## config.mk

```make
export PLATFORM = sky130hd
export DESIGN_NAME = systolic_skew_feeder_flat
export DESIGN_NICKNAME = d
export VERILOG_FILES = /design/src/rtl/systolic_skew_feeder_if.sv /design/src/rtl/systolic_skew_feeder.sv /design/src/flat_wrapper.sv
export SDC_FILE = /design/constraint.sdc
export NUM_CORES = 1
export LEC_CHECK = 0
export CAP_MARGIN = 25
export CORE_UTILIZATION = 27
export DETAILED_ROUTE_END_ITERATION = 6
export DONT_BUFFER_PORTS = 1
export SYNTH_ARGS = -nofsm -noshare
export SYNTH_HDL_FRONTEND = slang
export SYNTH_SLANG_ARGS = --single-unit
```

## constraint.sdc

```tcl
create_clock -name clk -period 10.46 [get_ports clk]
set_input_delay 1.046 -clock clk [delete_from_list [all_inputs] [get_ports clk]]
set_output_delay 1.046 -clock clk [all_outputs]
set_load 0.01 [all_outputs]
```

## src/rtl/systolic_skew_feeder_if.sv

```systemverilog
`default_nettype none
// ---------------------------------------------------------------------------
// Module   : systolic_skew_feeder_if
// Purpose  : Tile control, operand beat and array-edge bundle for the feeder.
// Revision : 1.0 - initial release
// ---------------------------------------------------------------------------
interface systolic_skew_feeder_if #(
  parameter int ARRAY_SIZE    = 4,
  parameter int IP_DATA_WIDTH = 8,
  parameter int K_WIDTH       = 8
);
  logic                                start;
  logic [K_WIDTH-1:0]                  k_len;
  logic                                busy;
  logic                                in_valid;
  logic                                in_ready;
  logic [ARRAY_SIZE*IP_DATA_WIDTH-1:0] in_row_vec;
  logic [ARRAY_SIZE*IP_DATA_WIDTH-1:0] in_col_vec;
  logic [ARRAY_SIZE*IP_DATA_WIDTH-1:0] out_row;
  logic [ARRAY_SIZE*IP_DATA_WIDTH-1:0] out_col;
  logic                                pe_clear;
  logic                                done;

  modport master (
    output start, k_len, in_valid, in_row_vec, in_col_vec,
    input  busy, in_ready, out_row, out_col, pe_clear, done
  );

  modport slave (
    input  start, k_len, in_valid, in_row_vec, in_col_vec,
    output busy, in_ready, out_row, out_col, pe_clear, done
  );
endinterface
`default_nettype wire

```

## src/rtl/systolic_skew_feeder.sv

```systemverilog
`default_nettype none
// ---------------------------------------------------------------------------
// Module   : systolic_skew_feeder
// Purpose  : Skews A/B operand slices into a systolic array and sequences
//            one tile (clear, feed, flush, done).
// Revision : 1.0 - initial release
// ---------------------------------------------------------------------------
module systolic_skew_feeder #(
  parameter int ARRAY_SIZE    = 4,
  parameter int IP_DATA_WIDTH = 8,
  parameter int K_WIDTH       = 8
) (
  input wire                     clk,
  input wire                     rst,
  systolic_skew_feeder_if.slave  bus
);

  // Skew drain + corner-PE traversal + MAC register stages.
  localparam int c_FLUSH_CYCLES = 3*(ARRAY_SIZE-1) + 2;
  localparam int c_FLUSH_W      = $clog2(c_FLUSH_CYCLES + 1);

  typedef enum logic [2:0] {
    S_IDLE  = 3'd0,
    S_CLEAR = 3'd1,
    S_FEED  = 3'd2,
    S_FLUSH = 3'd3,
    S_DONE  = 3'd4
  } state_t;

  state_t               r_state;
  state_t               w_next_state;
  logic [K_WIDTH-1:0]   r_k_len;
  logic [K_WIDTH-1:0]   r_beat_cnt;
  logic [c_FLUSH_W-1:0] r_flush_cnt;
  logic                 w_accept;
  logic                 w_last_beat;
  logic                 w_flush_end;
  logic                 w_busy;
  logic                 w_in_ready;
  logic                 w_pe_clear;
  logic                 w_done;

  assign w_accept    = (r_state == S_FEED) && bus.in_valid;
  assign w_last_beat = w_accept && (r_beat_cnt == (r_k_len - K_WIDTH'(1)));
  assign w_flush_end = (r_flush_cnt == c_FLUSH_W'(c_FLUSH_CYCLES - 1));

  always_ff @(posedge clk or posedge rst) begin
    if (rst) begin
      r_state <= S_IDLE;
    end else begin
      r_state <= w_next_state;
    end
  end

  always_comb begin
    w_next_state = r_state;
    w_busy       = 1'b1;
    w_in_ready   = 1'b0;
    w_pe_clear   = 1'b0;
    w_done       = 1'b0;
    case (r_state)
      S_IDLE: begin
        w_busy = 1'b0;
        if (bus.start) begin
          // A zero-depth tile has nothing to accumulate, so skip the clear.
          w_next_state = (bus.k_len != '0) ? S_CLEAR : S_DONE;
        end
      end
      S_CLEAR: begin
        w_pe_clear   = 1'b1;
        w_next_state = S_FEED;
      end
      S_FEED: begin
        w_in_ready = 1'b1;
        if (w_last_beat) begin
          w_next_state = S_FLUSH;
        end
      end
      S_FLUSH: begin
        if (w_flush_end) begin
          w_next_state = S_DONE;
        end
      end
      S_DONE: begin
        w_done       = 1'b1;
        w_next_state = S_IDLE;
      end
      default: begin
        w_busy       = 1'b0;
        w_next_state = S_IDLE;
      end
    endcase
  end

  always_ff @(posedge clk or posedge rst) begin
    if (rst) begin
      r_k_len     <= '0;
      r_beat_cnt  <= '0;
      r_flush_cnt <= '0;
    end else begin
      if ((r_state == S_IDLE) && bus.start) begin
        r_k_len    <= bus.k_len;
        r_beat_cnt <= '0;
      end else if (w_accept && (r_beat_cnt != r_k_len)) begin
        r_beat_cnt <= r_beat_cnt + K_WIDTH'(1);
      end
      r_flush_cnt <= (r_state == S_FLUSH) ? (r_flush_cnt + c_FLUSH_W'(1)) : '0;
    end
  end

  assign bus.busy     = w_busy;
  assign bus.in_ready = w_in_ready;
  assign bus.pe_clear = w_pe_clear;
  assign bus.done     = w_done;

  // Lane i is i+1 registers deep; non-accept cycles push zeros so bubbles
  // stay aligned across lanes.
  for (genvar gi = 0; gi < ARRAY_SIZE; gi++) begin : g_lane
    logic [IP_DATA_WIDTH-1:0] r_row_sr [0:gi];
    logic [IP_DATA_WIDTH-1:0] r_col_sr [0:gi];

    always_ff @(posedge clk or posedge rst) begin
      if (rst) begin
        for (int j = 0; j <= gi; j++) begin
          r_row_sr[j] <= '0;
          r_col_sr[j] <= '0;
        end
      end else begin
        r_row_sr[0] <= w_accept ? bus.in_row_vec[gi*IP_DATA_WIDTH +: IP_DATA_WIDTH] : '0;
        r_col_sr[0] <= w_accept ? bus.in_col_vec[gi*IP_DATA_WIDTH +: IP_DATA_WIDTH] : '0;
        for (int j = 1; j <= gi; j++) begin
          r_row_sr[j] <= r_row_sr[j-1];
          r_col_sr[j] <= r_col_sr[j-1];
        end
      end
    end

    assign bus.out_row[gi*IP_DATA_WIDTH +: IP_DATA_WIDTH] = r_row_sr[gi];
    assign bus.out_col[gi*IP_DATA_WIDTH +: IP_DATA_WIDTH] = r_col_sr[gi];
  end

endmodule
`default_nettype wire

```

## src/flat_wrapper.sv

```systemverilog
// flat-port wrapper written by rule: the top's interface ports become plain ports
module systolic_skew_feeder_flat 
#(
  parameter int ARRAY_SIZE    = 4,
  parameter int IP_DATA_WIDTH = 8,
  parameter int K_WIDTH       = 8
)
  (clk, rst, bus_start, bus_k_len, bus_in_valid, bus_in_row_vec, bus_in_col_vec, bus_busy, bus_in_ready, bus_out_row, bus_out_col, bus_pe_clear, bus_done);
  systolic_skew_feeder_if #(.ARRAY_SIZE(ARRAY_SIZE), .IP_DATA_WIDTH(IP_DATA_WIDTH), .K_WIDTH(K_WIDTH)) bus_i ();
  input wire clk;
  input wire rst;
  input wire logic [$bits(bus_i.start)-1:0] bus_start;
  input wire logic [$bits(bus_i.k_len)-1:0] bus_k_len;
  input wire logic [$bits(bus_i.in_valid)-1:0] bus_in_valid;
  input wire logic [$bits(bus_i.in_row_vec)-1:0] bus_in_row_vec;
  input wire logic [$bits(bus_i.in_col_vec)-1:0] bus_in_col_vec;
  output wire logic [$bits(bus_i.busy)-1:0] bus_busy;
  output wire logic [$bits(bus_i.in_ready)-1:0] bus_in_ready;
  output wire logic [$bits(bus_i.out_row)-1:0] bus_out_row;
  output wire logic [$bits(bus_i.out_col)-1:0] bus_out_col;
  output wire logic [$bits(bus_i.pe_clear)-1:0] bus_pe_clear;
  output wire logic [$bits(bus_i.done)-1:0] bus_done;
  assign bus_i.start = bus_start;
  assign bus_i.k_len = bus_k_len;
  assign bus_i.in_valid = bus_in_valid;
  assign bus_i.in_row_vec = bus_in_row_vec;
  assign bus_i.in_col_vec = bus_in_col_vec;
  assign bus_busy = bus_i.busy;
  assign bus_in_ready = bus_i.in_ready;
  assign bus_out_row = bus_i.out_row;
  assign bus_out_col = bus_i.out_col;
  assign bus_pe_clear = bus_i.pe_clear;
  assign bus_done = bus_i.done;
  systolic_skew_feeder #(.ARRAY_SIZE(ARRAY_SIZE), .IP_DATA_WIDTH(IP_DATA_WIDTH), .K_WIDTH(K_WIDTH)) u_core (.clk(clk), .rst(rst), .bus(bus_i));
endmodule
```

Word level (Yosys, flattened, before mapping)
Index checks and enable logic that the tools add are counted.
{"block": "classes", "eq_ne": 10, "muxes": 20, "addsub": 3, "n_reduce_logical": 9}
{"cell": "8-bit two-way mux", "count": 10}
{"cell": "3-bit two-way mux", "count": 4}
{"cell": "3-bit one-hot mux with 4 select lines", "count": 1}
{"cell": "8-bit by 1-bit adder with 8-bit output (second input constant)", "count": 1}
{"cell": "8-bit equality test", "count": 1}
{"cell": "8-bit != test", "count": 1}
{"cell": "8-bit nonzero test", "count": 1}
{"cell": "8-bit by 1-bit subtractor with 8-bit output (second input constant)", "count": 1}
{"cell": "3-bit by 2-bit equality test with 1-bit output (second input constant)", "count": 2}
{"cell": "4-bit by 1-bit adder with 4-bit output (second input constant)", "count": 1}
{"cell": "4-bit equality test (second input constant)", "count": 1}
{"cell": "1-bit logical AND", "count": 4}
{"cell": "1-bit two-way mux", "count": 4}
{"cell": "4-bit two-way mux", "count": 1}
{"cell": "2-bit by 1-bit != test with 1-bit output (second input constant)", "count": 2}
{"cell": "4-bit OR reduction", "count": 1}
{"cell": "3-bit by 1-bit equality test with 1-bit output (second input constant)", "count": 1}
{"cell": "3-bit equality test (second input constant)", "count": 1}
{"cell": "3-bit zero test", "count": 1}
{"cell": "3-bit AND reduction", "count": 1}
{"cell": "2-bit != test (second input constant)", "count": 1}
{"cell": "2-bit nonzero test", "count": 1}
{"block": "word_totals", "register_bits": 183, "input_bits": 76}

Logic depth before layout (Yosys ltp)
Gate-level depths: netlist of the first run.
{"block": "depth", "depth_word": 5, "ltp_mapped": 7}

Worst setup path after synthesis of the first run
No wires, ideal clock.
{"block": "synth_timing", "path_kind": "input port to flip-flop", "startpoint": "input bus_in_valid", "endpoint": "register u_core.r_beat_cnt[7]", "stages": 5, "n_path_buf": 0, "t_arrival_ns": 2.027, "slack_ns": 8.313, "path_cell_list": "and4bb_2 > nand2_2 > a2111oi_4 > a21oi_1 > a31o_1"}
{"block": "synth_between", "elab_chain_cells": 3}
{"item": "from (decl)", "line_no": "flat_wrapper.sv:14", "text": "input wire logic [$bits(bus_i.in_valid)-1:0] bus_in_valid;"}
{"item": "1-bit logical AND", "line_no": "systolic_skew_feeder.sv:43", "text": "assign w_accept = (r_state == S_FEED) && bus.in_valid;"}
{"item": "1-bit logical AND", "line_no": "systolic_skew_feeder.sv:104", "text": "end else if (w_accept && (r_beat_cnt != r_k_len)) begin"}
{"item": "2-bit nonzero test (no source line)"}
{"item": "to (signal assigned)", "line_no": "systolic_skew_feeder.sv:105", "text": "r_beat_cnt <= r_beat_cnt + K_WIDTH'(1);"}
{"item": "to (decl)", "line_no": "systolic_skew_feeder.sv:33", "text": "logic [K_WIDTH-1:0] r_beat_cnt;"}
Every way passes these cells.
A chain may end at the register's enable or synchronous reset.

Worst setup path after layout of the first run
{"block": "layout_timing", "startpoint": "register u_core.r_state[2]", "endpoint": "output bus_in_ready"}
{"block": "layout_between", "elab_chain_cells": 2}
{"item": "from (decl)", "line_no": "systolic_skew_feeder.sv:30", "text": "state_t r_state;"}
{"item": "from (signal assigned)", "line_no": "systolic_skew_feeder.sv:51", "text": "r_state <= w_next_state;"}
{"item": "3-bit by 2-bit equality test with 1-bit output", "line_no": "systolic_skew_feeder.sv:61", "text": "case (r_state)"}
{"item": "1-bit two-way mux", "line_no": "systolic_skew_feeder.sv:61"}
{"item": "to (decl)", "line_no": "flat_wrapper.sv:18", "text": "output wire logic [$bits(bus_i.in_ready)-1:0] bus_in_ready;"}
Every way passes these cells.

==> results of run 1 <==
[worst paths after layout]
path / end / slack [ns] / from / cells after the start
setup / recovery: bus_in_ready / 7.97 / u_core.r_state[2]$_DFFE_PP0P_ / 1
hold / removal: u_core.bus.out_col[23]$_DFF_PP0_ / 0.34 / u_core.g_lane[2].r_col_sr[15]$_DFF_PP0_ / 0
setup reg to reg: u_core.r_beat_cnt[7]$_DFFE_PP0P_ / 8.23 / u_core.r_state[2]$_DFFE_PP0P_ / 5
hold reg to reg: u_core.bus.out_col[23]$_DFF_PP0_ / 0.34 / u_core.g_lane[2].r_col_sr[15]$_DFF_PP0_ / 0
max in group asynchronous: u_core.r_flush_cnt[1]$_DFF_PP0_ / 8.49 / rst / 2
min in group asynchronous: u_core.r_state[2]$_DFFE_PP0P_ / 0.59 / rst / 1
[per-stage QoR]
step	worst slack [ns]	std cells	cell area, um2	util (%)	total power [mW]
after floorplan	4.44	417	6210	-	1.18
after global placement	7.39	645	6190	27.4	1.19
after detailed placement	7.74	646	6220	27.6	1.22
after CTS	7.95	678	6810	30.2	1.86
after global routing	7.90	678	6810	30.2	1.93
final	7.97	678	6810	30.2	1.83
[power groups by stage]
stage | Clock [mW] | Combinational, mW | Sequential, mW
after floorplan | 0 | 0.274 | 0.907
after global routing | 0.685 | 0.279 | 0.964
final | 0.633 | 0.248 | 0.951
after global placement | 0 | 0.233 | 0.959
after CTS | 0.656 | 0.254 | 0.952
after detailed placement | 0 | 0.254 | 0.965
[final cells by class]
type / count / share of cell area [%]
Clock buffer: 19 / 6.65
Clock inverter: 13 / 2.00
Inverter: 7 / 0.496
Multi-Input combinational cell: 168 / 17.7
Sequential cell: 183 / 67.3
Tap cell: 285 / 5.24
Timing Repair Buffer: 3 / 0.625
[synthesized netlist by cell type]
cell,instances,area [um2]
xnor2_1,9,78.8
mux2_2,5,56.3
o21ai_0,4,20.0
clkbuf_1,8,30.0
dfrtp_1,183,4580
inv_1,7,26.3
buf_4,48,360
nand2_2,1,6.26
or2_2,1,6.26
nor4_1,2,12.5
a2111oi_2,1,15.0
and4bb_2,1,12.5
nor2_1,14,52.6
a211oi_1,4,30.0
xor2_2,2,32.5
o32a_1,1,10.0
or2b_1,1,7.51
o32ai_1,1,8.76
nor4b_1,1,8.76
nor3_1,2,10.0
nor4_4,2,42.5
nand2b_1,3,18.8
o31a_1,2,17.5
ha_1,4,50.1
and2_1,66,413
a21oi_1,5,25.0
o21bai_1,1,7.51
nand3b_1,1,7.51
a31o_1,1,8.76
nand4_1,1,6.26
a2111oi_4,1,27.5
nand2_1,8,30.0
nor3b_1,2,15.0
xor2_1,10,87.6
nand3_1,6,30.0
nor2b_1,1,6.26
buf_2,3,15.0
mux2i_1,4,40.0
[layer usage]
metal | share of wire [%] | GRT usage, % | wire (um) | up-vias
li1 | - | - | - | 1202
met1 | 47 | 11.8 | 4770 | 1401
met2 | 48 | 13.7 | 4840 | 98
met3 | 3.9 | 2.87 | 397 | 9
met4 | 1.6 | 4.76 | 162 | 0
met5 | 0 | 0 | 0 | -
[cells by family after synthesis]
logic type               after synthesis  share of synthesized area [%]
AND/OR/NAND/NOR                      113                           11.0
flip-flops                           183                           73.7
XOR/XNOR                              21                           3.20
AO/OA/AOI/OAI                         21                           2.74
multiplexers                           9                           1.55
adder cells (fa/ha/maj)                4                          0.806
buffers and inverters                 66                           6.95
[registers in the layout (all words and copies together), names as in the netlist]
| signal | count |
|---|---|
| u_core.r_beat_cnt | 8 |
| u_core.r_state | 3 |
| u_core.r_flush_cnt | 4 |
| u_core.bus.out_row | 24 |
| u_core.bus.out_col | 24 |
| u_core.g_lane.r_col_sr | 56 |
| u_core.r_k_len | 8 |
| u_core.g_lane.r_row_sr | 56 |
==> flow_metrics.py, run 1 <==
metrics = {
    "global_routing": {
        "grt_use_total_pct": 9.14,
        "antenna_found_initial": 0,
        "grt_pass1_vias": 2951,
        "overflow": 0,
        "grt_max_degree": 113,
        "grt_pass1_wl_um": 16100,
    },
    "clocking": {
        "cts_resized": 0,
        "clkSlewWorstSetupHoldPaths_ns": 0.07,
        "cts_buffer_depth": 2,
        "post-cts-setup-buffer-count": 0,
        "cts_tree": "yes",
        "clk_latency_ns": 0.42,
        "root_buffer": "clkbuf_16",
        "cts_max_level": 4,
        "cts_buffers": 17,
        "cts_num_sinks": 183,
        "cts_hold_buffers": 0,
    },
    "place": {
        "io_buffer_count": 0,
        "hpwl_um": 6980,
        "finalWeightedCongestion": 0.805,
    },
    "sta": {
        "clock_skew_ns": 0.00752,
        "max_clock_freq_mhz": 401,
        "hold_viol": 0,
        "setup_viol": 0,
        "tightest_slew_ns": 0.849,
        "fin_crit_ns": 2.49,
        "setup_tns_ns": 0,
        "slew_viol_final": 0,
        "fin_crit_sh_pct": 23.8,
        "rsz0062_at_grt": "no",
        "max_slew_margin_pct": 43.4,
        "timing.hold.ws_ns": 0.345,
    },
    "finish": {
        "antennaDiodeCount": 0,
        "drive_gt1_share_pct": 13.0,
        "final_cell_mix": "dfrtp_1 (183), and2_1 (66), clkbuf_16 (17)",
        "area_growth_pct": 9.61,
        "seqCellArea_um2": 4580,
        "nets": 460,
        "final_common_cell": "dfrtp_1",
        "fill_cells": 2263,
        "multi_input_area_um2": 1210,
    },
    "logic_synthesis": {
        "synthesis.area_um2": 6210,
        "yosys.cell_types.count": 38,
        "netlist_instances": 417,
        "avgSynthCellArea_um2": 14.9,
        "ys_warn_count": 0,
        "synth_seq_cells": 183,
        "ys_seq_area_share_pct": 73.7,
        "syn_nets": 497,
    },
    "setup_path": {
        "criticalPathCategory": "flop to output pin",
        "cp_max_fo": 10,
        "cp.required_ns": 9.41,
        "crit_family": "simple AND/OR/NAND/NOR gates",
        "slowest_stage": "nor3b_1",
        "cp_num_buf_inv": 0,
        "max_stage_delay_ns": 0.54,
        "crit_path_end_kind": "output pin",
        "cp-start-kind": "flop",
        "path_cells": "nor3b_1",
        "crit_arrival_ns": 1.44,
    },
    "floorplan": {
        "dieWidth_um": 154,
        "start_util_pct": 27.5,
        "num_rows": 55,
        "die_h_um": 154,
        "die-area_um2": 23600,
        "core-area_um2": 22600,
        "io_pins": 144,
    },
    "job": {
        "cap_violations": 0,
    },
    "pwr": {
        "p_int_mw": 1.30,
        "p_leak_nw": 3.26,
        "p_switching_mw": 0.532,
        "powerDensity_nw_per_um2": 269,
        "irDropWorstVdd_mv": 0.105,
        "p_seq_share_pct": 51.9,
        "clkPwrFrac_pct": 34.6,
        "combPwrFrac_pct": 13.5,
        "switching_share_pct": 29.1,
    },
    "run_status": {
        "status": "finished, final reports clean",
    },
    "drt": {
        "wl_per_cell_um": 15.0,
        "drc": 0,
        "vias": 2710,
        "viasPerCell": 4.00,
        "ant_nets": 0,
        "postRouteWirelength_um": 10200,
        "drt_iter0_drc": 152,
        "drtPass1Iterations": 4,
    },
    "hold_path": {
        "hold_path.class": "flop to flop",
    },
}
No activity file was read; power rests on OpenSTA's default activity.
==> run 2: changes to the inputs <==
--- a/config.mk
+++ b/config.mk
@@ -5,6 +5,7 @@
 export SDC_FILE = /design/constraint.sdc
 export NUM_CORES = 1
 export LEC_CHECK = 0
+export ABC_AREA = 1
 export CAP_MARGIN = 25
 export CORE_UTILIZATION = 27
 export DETAILED_ROUTE_END_ITERATION = 6
==> constraint.sdc (replaced) <==
create_clock -name clk -period 2 [get_ports clk]
set_input_delay 0.2 -clock clk [delete_from_list [all_inputs] [get_ports clk]]
set_output_delay 0.2 -clock clk [all_outputs]
set_load 0.01 [all_outputs]
==> flow_metrics.py, run 2 <==
metrics = {
    "sta": {
        "slew_viol_final": 0,
        "setup_viol": 0,
        "hold_viol": 0,
        "timing.hold.ws_ns": 0.0521,
        "max_clock_freq_mhz": 586,
        "clock_skew_ns": 0.0114,
        "fin_crit_ns": 1.71,
        "max_slew_margin_pct": 72.1,
        "tightest_slew_ns": 0.419,
        "rsz0062_at_grt": "no",
        "fin_crit_sh_pct": 85.3,
    },
    "logic_synthesis": {
        "synth_top_area_share_pct": 70.8,
        "synth_top_cell_by_area": "dfrtp_1",
        "synth-edff-count": 0,
        "syn_nets": 645,
        "synth_seq_cells": 183,
        "ys_top_cells_by_count": "dfrtp_1 (183), inv_1 (102), nor2_1 (82)",
        "ys_warn_count": 0,
        "synthesis.area_um2": 6460,
        "avgSynthCellArea_um2": 11.4,
        "yosys.cell_types.count": 27,
        "yosysMostFrequentCell": "dfrtp_1",
        "ys_seq_area_share_pct": 70.8,
        "synthTopCellsByArea": "dfrtp_1 (71%), inv_1 (5.9%), buf_4 (5.6%), nor2_1 (4.8%), nand2_1 (3.8%)",
        "async_flop_share_pct": 100,
        "netlist_instances": 565,
        "synthFlopType": "dfrtp_1",
    },
    "floorplan": {
        "num_rows": 56,
        "core-area_um2": 23500,
        "io_pins": 144,
        "die-area_um2": 24600,
        "start_util_pct": 27.5,
        "die_h_um": 157,
        "dieWidth_um": 157,
    },
    "place": {
        "io_buffer_count": 0,
        "placed_cell_area_um2": 6550,
        "place_inst": 833,
        "hpwl_um": 7390,
        "finalWeightedCongestion": 0.816,
    },
    "global_routing": {
        "grt_pass1_vias": 3767,
        "antenna_found_initial": 0,
        "grt_max_degree": 77,
        "overflow": 0,
        "grt_use_total_pct": 10.5,
        "grt_pass1_wl_um": 19500,
    },
    "setup_path": {
        "cp_num_buf_inv": 2,
        "r2r-end": "u_core.r_state[0]$_DFFE_PP0P_",
        "max_stage_delay_ns": 0.42,
        "reg2reg_from": "u_core.r_state[2]$_DFFE_PP0P_",
        "worst_path_most_repeated_cell": "inv_1",
        "cp_max_fo": 5,
        "path_cells": "inv_1, nand3_2, inv_1, nor3_1, nand2_1",
        "rrSetupSlack_ns": 0.48,
        "criticalPathCategory": "flop to output pin",
        "crit_arrival_ns": 1.51,
        "reg2reg_depth": 9,
        "crit_path_end_kind": "output pin",
        "cp-start-kind": "flop",
        "crit_family": "simple AND/OR/NAND/NOR gates",
        "cp.required_ns": 1.80,
        "slowest_stage": "dfrtp_1",
    },
    "hold_path": {
        "hold_start": "bus_start",
        "hold_path.class": "primary input to flop",
        "hold_path_depth": 2,
        "holdPathEnd": "u_core.r_k_len[4]$_DFFE_PP0P_",
    },
    "clocking": {
        "cts_max_level": 4,
        "cts_num_sinks": 183,
        "post-cts-setup-buffer-count": 0,
        "root_buffer": "clkbuf_16",
        "cts_tree": "yes",
        "clkSlewWorstSetupHoldPaths_ns": 0.07,
        "cts_buffer_depth": 2,
        "cts_buffers": 17,
        "clk_latency_ns": 0.42,
    },
    "drt": {
        "wl_per_cell_um": 12.5,
        "postRouteWirelength_um": 11700,
        "ant_nets": 0,
        "vias": 3566,
        "viasPerCell": 3.80,
        "drt_iter0_drc": 220,
        "drtPass1Iterations": 5,
        "drc": 0,
    },
    "finish": {
        "multi_input_area_um2": 1090,
        "drive_gt1_share_pct": 9.03,
        "final_common_cell": "dfrtp_1",
        "design_area_um2": 7890,
        "fill_cells": 2323,
        "final_cell_mix": "dfrtp_1 (183), inv_1 (101), nor2_1 (82)",
        "top_regs": "u_core.g_lane.r_col_sr: 56 flops, u_core.g_lane.r_row_sr: 56 flops",
        "nets": 687,
        "seqCellArea_um2": 4580,
        "area_growth_pct": 22.1,
        "antennaDiodeCount": 0,
        "fin_cells": 939,
        "final_util_pct": 33.6,
    },
    "run_status": {
        "status": "finished, final reports clean",
    },
    "pwr": {
        "powerDensity_nw_per_um2": 1260,
        "p_leak_nw": 4.21,
        "irDropWorstVdd_mv": 0.454,
    },
    "job": {
        "cap_violations": 0,
    },
}
-- run 2: power breakdown --
part | internal [mW] | switching (mW) | total, mW
clock network | 1.71 | 1.59 | 3.30
registers | 4.40 | 0.514 | 4.92
logic | 0.635 | 1.11 | 1.75
total | 6.75 | 3.22 | 9.97
-- run 2: area by class of cell --
cell class	instances	area share (%)
Timing Repair Buffer	79	10.5
Multi-Input combinational cell	220	13.8
Clock inverter	14	2.01
Inverter	106	5.09
Clock buffer	18	5.56
Tap cell	319	5.06
Sequential cell	183	58.0
-- run 2: timing repair --
action / 4_1_cts / 5_1_grt
resized for setup: 0 / 0
hold buffers: 74 / 0
endpoints found under the hold margin: 256 / 0
-- run 2: kinds of logic after synthesis --
| logic type | share of synthesized area [%] |
|---|---|
| fa+ha+maj | 0.774 |
| buf+inv | 12.4 |
| xor+xnor | 1.49 |
| flops | 70.8 |
| compound gates | 2.01 |
| simple gates | 12.5 |
-- run 2: worst register-to-register path, stage by stage (launching register included) --
cell	delay, ns
dfrtp_1	0.43
inv_1	0.10
nand3_2	0.18
nor2_8	0.22
nand3_1	0.10
nor2_1	0.12
nand3_1	0.13
nand2_1	0.08
nand2_1	0.04
nand2_1	0.05
-- run 2: metrics by stage --
step                power, mW  setup WS, ns  TNS (ns)
floorplan                6.41        -0.551   -100.75
global placement         6.61         0.524         0
detailed placement       6.66         0.480         0
CTS                      10.1         0.249         0
global route             10.6         0.108         0
finish                   9.97         0.295         0
-- run 2: worst max-delay path by stage --
stage / slack, ns / cells past startpoint / from / end
3_5_place_dp: 0.48 / 8 / u_core.r_beat_cnt[5]$_DFFE_PP0P_ / u_core.r_beat_cnt[6]$_DFFE_PP0P_
4_1_cts: 0.25 / 3 / u_core.r_state[2]$_DFFE_PP0P_ / bus_busy
3_3_place_gp: 0.52 / 10 / u_core.r_beat_cnt[4]$_DFFE_PP0P_ / u_core.r_beat_cnt[6]$_DFFE_PP0P_
5_1_grt: 0.11 / 3 / u_core.r_state[2]$_DFFE_PP0P_ / bus_busy
6_report: 0.29 / 5 / u_core.r_state[2]$_DFFE_PP0P_ / bus_busy
2_1_floorplan: -0.55 / 1 / rst / u_core.bus.out_col[10]$_DFF_PP0_
-- run 2: routing by layer --
metal  part of all wire (%)  up-vias  GRT usage, %
met1                     44     1738          12.4
li1                       -     1707             -
met4                    1.9        0          5.09
met2                     49      111          16.8
met5                      0        -             0
met3                    5.2       10          3.99
